--- src/rtl/rot_shifter_axi_if.sv ---
// AXI4-Stream bundle shared by the rotator's input and output sides.
// tuser carries the rotate amount on the input side; the output side leaves it at zero.
interface rot_shifter_axi_if #(
    parameter int DATA_W = 64,
    parameter int USER_W = 8
) ();
    logic [DATA_W-1:0] tdata;
    logic [USER_W-1:0] tuser;
    logic              tvalid;
    logic              tready;

    // Producer side: drives the payload and valid, observes ready.
    modport master (
        output tdata,
        output tuser,
        output tvalid,
        input  tready
    );

    // Consumer side: observes the payload and valid, drives ready.
    modport slave (
        input  tdata,
        input  tuser,
        input  tvalid,
        output tready
    );
endinterface

--- src/rtl/rot_shifter_axi.sv ---
// 64-bit streaming left-rotate unit.
// Each accepted beat is rotated left by tuser[5:0] through a six-level
// logarithmic barrel. Optional elastic registers sit before and after the
// barrel; each holds its own valid flag and accepts a new beat whenever it
// is empty or is being drained in the same cycle, so a full pipeline still
// moves one beat per clock.
module rot_shifter_axi #(
    parameter int PIPELINE_INPUT  = 1,
    parameter int PIPELINE_OUTPUT = 1,
    parameter int REGISTER_RESET  = 0
) (
    input  logic              clk,
    input  logic              rst_n,
    rot_shifter_axi_if.slave  s_axis,
    rot_shifter_axi_if.master m_axis
);

    localparam int DATA_W  = 64;
    localparam int SHIFT_W = 6;
    localparam int LEVELS  = SHIFT_W;

    // Ready into the input stage (or straight through when it is bypassed).
    logic               in_ready;
    logic               s_fire;

    // Beat presented to the barrel rotator and the handshake around it.
    logic               mid_valid;
    logic               mid_ready;
    logic [DATA_W-1:0]  mid_data;
    logic [SHIFT_W-1:0] mid_shift;

    // Barrel output.
    logic [DATA_W-1:0]  rot_data;

    // Upper rotate-amount bits are ignored: amounts wrap modulo 64.
    logic               unused_tuser_hi;
    assign unused_tuser_hi = ^s_axis.tuser[7:6];

    // Nothing is accepted while reset is held, whatever the pipeline state.
    assign s_axis.tready = rst_n & in_ready;
    assign s_fire        = s_axis.tvalid & s_axis.tready;

    // The rotate amount is consumed here; no sideband leaves the block.
    assign m_axis.tuser  = '0;

    // ------------------------------------------------------------------
    // Input stage
    // ------------------------------------------------------------------
    if (PIPELINE_INPUT != 0) begin : g_in_reg
        logic               in_valid_q;
        logic [DATA_W-1:0]  in_data_q;
        logic [SHIFT_W-1:0] in_shift_q;

        // Empty, or emptying this cycle, means room for the next beat.
        assign in_ready  = !in_valid_q || mid_ready;
        assign mid_valid = in_valid_q;
        assign mid_data  = in_data_q;
        assign mid_shift = in_shift_q;

        // Input valid flag: set on accept, cleared when drained with no refill.
        // NOTE: sequential state uses non-blocking assignments so every flop
        // samples pre-edge values regardless of process evaluation order.
        always_ff @(posedge clk) begin
            if (!rst_n) begin
                in_valid_q <= 1'b0;
            end else if (s_fire) begin
                in_valid_q <= 1'b1;
            end else if (mid_ready) begin
                in_valid_q <= 1'b0;
            end
        end

        // Input payload: captured on accept, optionally cleared by reset.
        // NOTE: payload flops carry no reset unless REGISTER_RESET is set;
        // the valid flag alone decides whether their contents mean anything.
        always_ff @(posedge clk) begin
            if ((REGISTER_RESET != 0) && !rst_n) begin
                in_data_q  <= '0;
                in_shift_q <= '0;
            end else if (s_fire) begin
                in_data_q  <= s_axis.tdata;
                in_shift_q <= s_axis.tuser[SHIFT_W-1:0];
            end
        end
    end else begin : g_in_comb
        assign in_ready  = mid_ready;
        assign mid_valid = s_axis.tvalid & rst_n;
        assign mid_data  = s_axis.tdata;
        assign mid_shift = s_axis.tuser[SHIFT_W-1:0];
    end

    // ------------------------------------------------------------------
    // Barrel rotator: level k rotates by 2**k when mid_shift[k] is set
    // ------------------------------------------------------------------
    logic [LEVELS:0][DATA_W-1:0] rot_stage;

    assign rot_stage[0] = mid_data;

    for (genvar g = 0; g < LEVELS; g++) begin : g_rot
        localparam int AMT = 1 << g;
        assign rot_stage[g+1] = mid_shift[g]
            ? {rot_stage[g][DATA_W-1-AMT:0], rot_stage[g][DATA_W-1:DATA_W-AMT]}
            : rot_stage[g];
    end

    assign rot_data = rot_stage[LEVELS];

    // ------------------------------------------------------------------
    // Output stage
    // ------------------------------------------------------------------
    if (PIPELINE_OUTPUT != 0) begin : g_out_reg
        logic              out_valid_q;
        logic [DATA_W-1:0] out_data_q;
        logic              mid_fire;

        assign mid_ready     = !out_valid_q || m_axis.tready;
        assign mid_fire      = mid_valid & mid_ready;
        assign m_axis.tvalid = out_valid_q;
        assign m_axis.tdata  = out_data_q;

        // Output valid flag: set on load, cleared when drained with no refill.
        always_ff @(posedge clk) begin
            if (!rst_n) begin
                out_valid_q <= 1'b0;
            end else if (mid_fire) begin
                out_valid_q <= 1'b1;
            end else if (m_axis.tready) begin
                out_valid_q <= 1'b0;
            end
        end

        // Output payload: holds the rotated word until the consumer takes it.
        always_ff @(posedge clk) begin
            if ((REGISTER_RESET != 0) && !rst_n) begin
                out_data_q <= '0;
            end else if (mid_fire) begin
                out_data_q <= rot_data;
            end
        end

        // A stalled output beat must not change or disappear.
        property p_hold_under_stall;
            @(posedge clk) disable iff (!rst_n)
                (m_axis.tvalid && !m_axis.tready) |=>
                    (m_axis.tvalid && $stable(m_axis.tdata));
        endproperty
        a_hold_under_stall : assert property (p_hold_under_stall);
    end else begin : g_out_comb
        assign mid_ready     = m_axis.tready;
        assign m_axis.tvalid = mid_valid;
        assign m_axis.tdata  = rot_data;
    end

endmodule

--- src/flat_wrapper.sv ---
// flat-port wrapper written by rule: the top's interface ports become plain ports
module rot_shifter_axi_flat 
#(
    parameter int PIPELINE_INPUT  = 1,
    parameter int PIPELINE_OUTPUT = 1,
    parameter int REGISTER_RESET  = 0
)
  (clk, rst_n, s_axis_tdata, s_axis_tuser, s_axis_tvalid, s_axis_tready, m_axis_tdata, m_axis_tuser, m_axis_tvalid, m_axis_tready);
  rot_shifter_axi_if s_axis_i ();
  rot_shifter_axi_if m_axis_i ();
  input  logic clk;
  input  logic rst_n;
  input wire logic [$bits(s_axis_i.tdata)-1:0] s_axis_tdata;
  input wire logic [$bits(s_axis_i.tuser)-1:0] s_axis_tuser;
  input wire logic [$bits(s_axis_i.tvalid)-1:0] s_axis_tvalid;
  output wire logic [$bits(s_axis_i.tready)-1:0] s_axis_tready;
  output wire logic [$bits(m_axis_i.tdata)-1:0] m_axis_tdata;
  output wire logic [$bits(m_axis_i.tuser)-1:0] m_axis_tuser;
  output wire logic [$bits(m_axis_i.tvalid)-1:0] m_axis_tvalid;
  input wire logic [$bits(m_axis_i.tready)-1:0] m_axis_tready;
  assign s_axis_i.tdata = s_axis_tdata;
  assign s_axis_i.tuser = s_axis_tuser;
  assign s_axis_i.tvalid = s_axis_tvalid;
  assign s_axis_tready = s_axis_i.tready;
  assign m_axis_tdata = m_axis_i.tdata;
  assign m_axis_tuser = m_axis_i.tuser;
  assign m_axis_tvalid = m_axis_i.tvalid;
  assign m_axis_i.tready = m_axis_tready;
  rot_shifter_axi #(.PIPELINE_INPUT(PIPELINE_INPUT), .PIPELINE_OUTPUT(PIPELINE_OUTPUT), .REGISTER_RESET(REGISTER_RESET)) u_core (.clk(clk), .rst_n(rst_n), .s_axis(s_axis_i), .m_axis(m_axis_i));
endmodule
--- config.mk ---
export PLATFORM = sky130hd
export DESIGN_NAME = rot_shifter_axi_flat
export DESIGN_NICKNAME = d
export VERILOG_FILES = /design/src/rtl/rot_shifter_axi_if.sv /design/src/rtl/rot_shifter_axi.sv /design/src/flat_wrapper.sv
export SDC_FILE = /design/constraint.sdc
export NUM_CORES = 1
export LEC_CHECK = 0
export ABC_AREA = 0
export BUFFER_PORTS_ARGS = -buffer_cell sky130_fd_sc_hd__buf_4
export CAP_MARGIN = 40
export CELL_PAD_IN_SITES_DETAIL_PLACEMENT = 0
export CELL_PAD_IN_SITES_GLOBAL_PLACEMENT = 1
export CORE_MARGIN = 5
export CORE_UTILIZATION = 25
export CTS_BUF_LIST = sky130_fd_sc_hd__clkbuf_16
export DETAILED_ROUTE_END_ITERATION = 6
export PLACE_DENSITY_LB_ADDON = 0.2
export RECOVER_POWER = 100
export SYNTH_ARGS = -nofsm -noshare
export SYNTH_HDL_FRONTEND = slang
export SYNTH_SLANG_ARGS = --single-unit
--- constraint.sdc ---
create_clock -name clk -period 5.25 [get_ports clk]
set_input_delay 0.2625 -clock clk [delete_from_list [all_inputs] [get_ports clk]]
set_output_delay 0.2625 -clock clk [all_outputs]
set_load 0.1 [all_outputs]
# Yosys cells after proc, flatten, opt, wreduce, memory -nomap -nowiden
# Cells that the tools add are included.
dict set report classes {
  muxes 10
  bitwise 3
  reduce_logical 6
}
# cell n
set ops {}
lappend ops {{$mux W64} 6}
lappend ops {{$mux W1} 4}
lappend ops {{$reduce_bool A2 Y1} 2}
lappend ops {{$and A1 B1 Y1} 3}
lappend ops {{$logic_not A1 Y1} 2}
lappend ops {{$logic_or A1 B1 Y1} 2}
dict set report word_totals {
  in_bits 76
  register_bits 136
  wordCells 24
  output_inout_bits 74
}

# Longest topological paths before layout
dict set report logic_depth {
  ltp_word 6
  ltp_mapped 5
  ltp_nobuf 3
}

# Worst setup path before layout
# Ideal clock, no wire load.
dict set report synth_path {
  path_type {flip-flop to flip-flop}
  from {register u_core.g_out_reg.out_valid_q, in the netlist u_core.m_axis.tvalid}
  to {register u_core.g_in_reg.in_data_q[0], enable pin}
  required_time_ns 4.815
  synth_period_minus_slack_ns 5.491
  path_stages_with_launch 4
  arrival_time_ns 5.056
  path_slack_ns -0.241
  setup_time_ns 0.435
  n_path_buf 0
  path_cell_list {dfxtp_1 > nor2b_1 > a21boi_0 > and2_1}
}
dict set report synth_via {
  elab_chain_cells 5
}
# item line
set synth_rtl {}
lappend synth_rtl {{start: declaration} rot_shifter_axi.sv:112} ;# logic out_valid_q;
lappend synth_rtl {{start signal: assignment} rot_shifter_axi.sv:124} ;# out_valid_q <= 1'b0;
lappend synth_rtl {{start signal: assignment} rot_shifter_axi.sv:126} ;# out_valid_q <= 1'b1;
lappend synth_rtl {{start signal: assignment} rot_shifter_axi.sv:128} ;# out_valid_q <= 1'b0;
lappend synth_rtl {{$logic_not A1 Y1} rot_shifter_axi.sv:116} ;# assign mid_ready = !out_valid_q || m_axis.tready;
lappend synth_rtl {{$logic_or A1 B1 Y1} rot_shifter_axi.sv:116}
lappend synth_rtl {{$logic_or A1 B1 Y1} rot_shifter_axi.sv:55} ;# assign in_ready = !in_valid_q || mid_ready;
lappend synth_rtl {{$and A1 B1 Y1} rot_shifter_axi.sv:40} ;# assign s_axis.tready = rst_n & in_ready;
lappend synth_rtl {{net s_axis_tready} flat_wrapper.sv:16} ;# output wire logic [$bits(s_axis_i.tready)-1:0] s_axis_tready;
lappend synth_rtl {{$and A1 B1 Y1} rot_shifter_axi.sv:41} ;# assign s_fire = s_axis.tvalid & s_axis.tready;
lappend synth_rtl {{net u_core.s_fire} rot_shifter_axi.sv:24} ;# logic s_fire;
lappend synth_rtl {{end signal: assignment} rot_shifter_axi.sv:81} ;# in_data_q <= s_axis.tdata;
lappend synth_rtl {{end: declaration} rot_shifter_axi.sv:51} ;# logic [DATA_W-1:0] in_data_q;
# The timed path passes the listed nets, and every way through them passes these cells.
# A chain may end at the register's enable or synchronous reset.

# Final worst setup path
dict set report layout_path {
  from {register u_core.g_in_reg.in_shift_q[1]}
  to {register u_core.g_out_reg.out_data_q[2], in the netlist u_core.m_axis.tdata[2], data pin}
}
dict set report layout_via {
  elab_chain_cells 5
}
# item line
set layout_rtl {}
lappend layout_rtl {{start: declaration} rot_shifter_axi.sv:52} ;# logic [SHIFT_W-1:0] in_shift_q;
lappend layout_rtl {{start signal: assignment} rot_shifter_axi.sv:82} ;# in_shift_q <= s_axis.tuser[SHIFT_W-1:0];
lappend layout_rtl {{$mux W64 (5 in a row)} rot_shifter_axi.sv:102} ;# ? {rot_stage[g][DATA_W-1-AMT:0], rot_stage[g][DATA_W-1:DATA_W-AMT]}
lappend layout_rtl {{net u_core.rot_data[2]} rot_shifter_axi.sv:33} ;# logic [DATA_W-1:0] rot_data;
lappend layout_rtl {{end signal: assignment} rot_shifter_axi.sv:137} ;# out_data_q <= rot_data;
lappend layout_rtl {{end: declaration} rot_shifter_axi.sv:113} ;# logic [DATA_W-1:0] out_data_q;
# The timed path passes the listed nets, and every way through them passes these cells.

==> flow_summary.html <==
<table>
<tr><th>Metric</th><th>Value</th></tr>
<tr><th colspan="2">Clock tree</th></tr>
<tr><td>Worst-case clock buffer depth</td><td>2</td></tr>
<tr><td>TritonCTS Buffers</td><td>17</td></tr>
<tr><td>Clock tree root driver cell</td><td>clkbuf_16</td></tr>
<tr><td>Worst skew pair latency</td><td>~440 ps</td></tr>
<tr><td>Post-CTS resize count</td><td>0</td></tr>
<tr><td>TritonCTS clock tree</td><td>built</td></tr>
<tr><td>Number of levels in the clock H-tree</td><td>4</td></tr>
<tr><td>Setup bufs post-CTS</td><td>0</td></tr>
<tr><td>Clock transition at path regs</td><td>~60 ps</td></tr>
<tr><td>CTS sink count</td><td>roughly 140</td></tr>
<tr><th colspan="2">Placement</th></tr>
<tr><td>GP Congestion</td><td>0.837</td></tr>
<tr><td>Half-perimeter wire length after detailed placement</td><td>about 21 mm</td></tr>
<tr><td>Number of placed cells counting well taps</td><td>between 900 and 1,000</td></tr>
<tr><td>Total of buffers placed on input and output ports</td><td>around 140</td></tr>
<tr><td>Post-Place Setup Slack</td><td>2270 ps</td></tr>
<tr><th colspan="2">GRT</th></tr>
<tr><td>Pin count of the biggest net entering global routing</td><td>65</td></tr>
<tr><td>First-pass GRT wire length</td><td>38.7 mm</td></tr>
<tr><td>Vias in the first global route</td><td>between 5,000 and 6,000</td></tr>
<tr><td>Overall overflow remaining after global route</td><td>0</td></tr>
<tr><td>Overall track demand over capacity in global routing</td><td>0.135</td></tr>
<tr><td>Antenna violations before repair</td><td>0</td></tr>
<tr><th colspan="2">Die</th></tr>
<tr><td>Vertical extent of the die</td><td>around 200 µm</td></tr>
<tr><td>Total I/O pin count</td><td>150</td></tr>
<tr><td>Die area</td><td>a little under 40,000 µm²</td></tr>
<tr><td>Area of the placeable core</td><td>34,600 µm²</td></tr>
<tr><td>FP Rows</td><td>slightly below 70</td></tr>
<tr><td>Die Span X</td><td>about 200 µm</td></tr>
<tr><td>Starting density of the core</td><td>0.254</td></tr>
<tr><th colspan="2">Outcome</th></tr>
<tr><td>Outcome</td><td>complete, but fails checks</td></tr>
<tr><td>Violations in the final reports</td><td>capacitance limit, slew limit</td></tr>
<tr><th colspan="2">Finish</th></tr>
<tr><td>Synthesis-to-layout area growth</td><td>28.2%</td></tr>
<tr><td>Most frequent standard cell in the layout excluding fill and tap cells</td><td>mux4_2</td></tr>
<tr><td>Antenna Diode Count</td><td>0</td></tr>
<tr><td>Fill cells</td><td>3,316</td></tr>
<tr><td>Number of nets in the final layout</td><td>657</td></tr>
<tr><td>Most frequent cells in the layout</td><td>mux4_2 (188), edfxtp_1 (134), clkbuf_1 (70)</td></tr>
<tr><td>Fraction of final layout cells sized beyond drive strength 1</td><td>0.517</td></tr>
<tr><td>Post-Layout Cell Count</td><td>around 1,000</td></tr>
<tr><th colspan="2">Yosys</th></tr>
<tr><td>Mean cell area of the mapped netlist</td><td>~23 µm²</td></tr>
<tr><td>Proportion of synthesized chip area in sequential cells</td><td>0.463</td></tr>
<tr><td>Distinct cell type count of the synthesized netlist</td><td>16</td></tr>
<tr><td>Seq cells post-synth</td><td>136</td></tr>
<tr><td>Post-synthesis instance total</td><td>a little under 400</td></tr>
<tr><td>Yosys warns</td><td>0</td></tr>
<tr><td>Cell area after synthesis</td><td>approximately 8800 µm²</td></tr>
<tr><th colspan="2">Timing</th></tr>
<tr><td>Worst slew margin relative to its limit</td><td>-1.22</td></tr>
<tr><td>RSZ-0062 raised after global routing</td><td>no</td></tr>
<tr><td>Worst clock skew on the final layout</td><td>around 17 ps</td></tr>
<tr><td>Final setup TNS</td><td>0 ps</td></tr>
<tr><td>Maximum achievable frequency</td><td>285 MHz</td></tr>
<tr><td>Pins Over Slew Limit</td><td>95</td></tr>
<tr><td>Clock period minus final worst setup slack</td><td>around 3500 ps</td></tr>
<tr><td>Worst slack on hold paths</td><td>41.6 ps</td></tr>
<tr><td>Setup WS post-layout</td><td>around 1700 ps</td></tr>
<tr><td>Final hold viol count</td><td>0</td></tr>
<tr><td>Setup violations, final</td><td>0</td></tr>
<tr><td>Final cycle utilization of the critical path</td><td>0.669</td></tr>
<tr><td>Actual transition at the worst max-transition pin</td><td>3330 ps</td></tr>
<tr><th colspan="2">Pwr</th></tr>
<tr><td>Peak supply drop</td><td>between 0.2 and 0.25 mV</td></tr>
<tr><td>Leakage power</td><td>3.61 nW</td></tr>
<tr><td>Power density relative to cell area</td><td>approximately 300 nW/µm²</td></tr>
<tr><th colspan="2">Setup path</th></tr>
<tr><td>Crit path launch</td><td>u_core.g_in_reg.in_shift_q[1]$_DFFE_PP_</td></tr>
<tr><td>Kind of capture point of the worst setup path</td><td>flop</td></tr>
<tr><td>Required time of the critical path</td><td>about 5400 ps</td></tr>
<tr><td>Arrival time reported for the critical path endpoint</td><td>3680 ps</td></tr>
<tr><td>Kind of start point of the critical path</td><td>flop</td></tr>
<tr><td>Crit Path Class</td><td>flop to flop</td></tr>
<tr><td>Worst-path fanout max</td><td>16</td></tr>
<tr><td>Worst r2r src</td><td>u_core.g_in_reg.in_shift_q[1]$_DFFE_PP_</td></tr>
<tr><th colspan="2">Hold path</th></tr>
<tr><td>Class of the worst hold path</td><td>input pin to flop</td></tr>
<tr><td>Source of the worst hold timing path</td><td>s_axis_tdata[10]</td></tr>
<tr><th colspan="2">Drt</th></tr>
<tr><td>Number of vias per cell after detailed routing</td><td>~5.0</td></tr>
<tr><td>Vias after detailed routing</td><td>roughly 5,300</td></tr>
<tr><td>Residual DRC count</td><td>0</td></tr>
<tr><td>Violation count after the first detailed-route iteration</td><td>541</td></tr>
<tr><td>Avg WL per Cell</td><td>approximately 24 µm</td></tr>
<tr><td>Detailed-routing iteration count for the pre-antenna-repair pass</td><td>4</td></tr>
<tr><td>Post-detailed-route count of antenna-violating nets</td><td>0</td></tr>
<tr><td>Overall routed net length</td><td>roughly 26 mm</td></tr>
<tr><th colspan="2">Flow run</th></tr>
<tr><td>Reported max-cap violation count</td><td>2</td></tr>
</table>
## metal layers
metal	vias up	wire [µm]	GRT usage	part of all wire
met5	-	0	0	0
met4	0	308	0.0336	0.012
met3	17	1430	0.0263	0.056
met2	212	12600	0.216	0.49
met1	2835	11300	0.189	0.44
li1	2225	-	-	-
## critical path: stages, from the launching register on
cell,delay [ps]
edfxtp_1,480
buf_16,200
clkbuf_1,750
mux4_2,700
mux4_2,580
mux4_2,530
## report_power, final
group	switching, mW	internal (mW)	total, mW
Clock	0.481	0.650	1.13
Sequential	0.0375	1.29	1.32
Combinational	0.563	0.349	0.911
## flip-flops by register name, summed over array words and instances, names as in the netlist
| signal | count |
|---|---|
| u_core.m_axis.tdata | 64 |
| u_core.g_in_reg.in_valid_q | 1 |
| u_core.m_axis.tvalid | 1 |
| u_core.g_in_reg.in_shift_q | 6 |
| u_core.g_in_reg.in_data_q | 64 |
## metrics by stage
step / total power, mW / utilization / area (µm²)
2_1_floorplan: 2.01 / - / 8810
3_3_place_gp: 2.24 / 0.295 / 10200
3_5_place_dp: 2.26 / 0.298 / 10300
4_1_cts: 3.44 / 0.332 / 11500
5_1_grt: 3.51 / 0.325 / 11300
6_report: 3.36 / 0.325 / 11300
## cells in the mapped netlist
cell | number | area share
a21boi_0 | 1 | 0.00086
a21oi_1 | 1 | 0.00057
and2_1 | 1 | 0.00071
buf_1 | 17 | 0.0073
buf_12 | 6 | 0.014
buf_2 | 5 | 0.0028
buf_4 | 8 | 0.0068
buf_6 | 1 | 0.0013
clkbuf_1 | 13 | 0.0056
conb_1 | 1 | 0.00043
dfxtp_1 | 2 | 0.0046
edfxtp_1 | 134 | 0.46
mux4_1 | 4 | 0.012
mux4_2 | 188 | 0.48
nor2b_1 | 3 | 0.0021
o21a_1 | 1 | 0.00086
## area by class of cell
class | count | area [µm²] | share of cell area
Sequential cell | 136 | 4060 | 0.361
Multi-Input combinational cell | 207 | 4420 | 0.393
Tap cell | 455 | 569 | 0.0506
Timing Repair Buffer | 219 | 1650 | 0.146
Clock inverter | 15 | 131 | 0.0117
Clock buffer | 17 | 425 | 0.0378
## cells by family after synthesis
logic type / synth area share
simple gates: 0.00285
flops: 0.463
other cells: 0.000427
mux: 0.494
compound gates: 0.00228
buf+inv: 0.0375
## final timing paths
| check | endpoint | cells after the start | slack [ps] |
|---|---|---|---|
| worst max register to register | u_core.m_axis.tdata[2]$_DFFE_PP_ | 5 | 1740 |
| worst max-delay path | u_core.m_axis.tdata[2]$_DFFE_PP_ | 5 | 1740 |
| worst min register to register | u_core.m_axis.tvalid$_SDFFE_PN0P_ | 1 | 530 |
| worst min-delay path | u_core.g_in_reg.in_data_q[10]$_DFFE_PP_ | 1 | 40 |
## what timing repair did
action,4_1_cts,5_1_grt
endpoints found under the hold margin,62,0
hold buffers,62,0
endpoints found under the setup margin,0,0
Power figures use the tool's default switching activity.
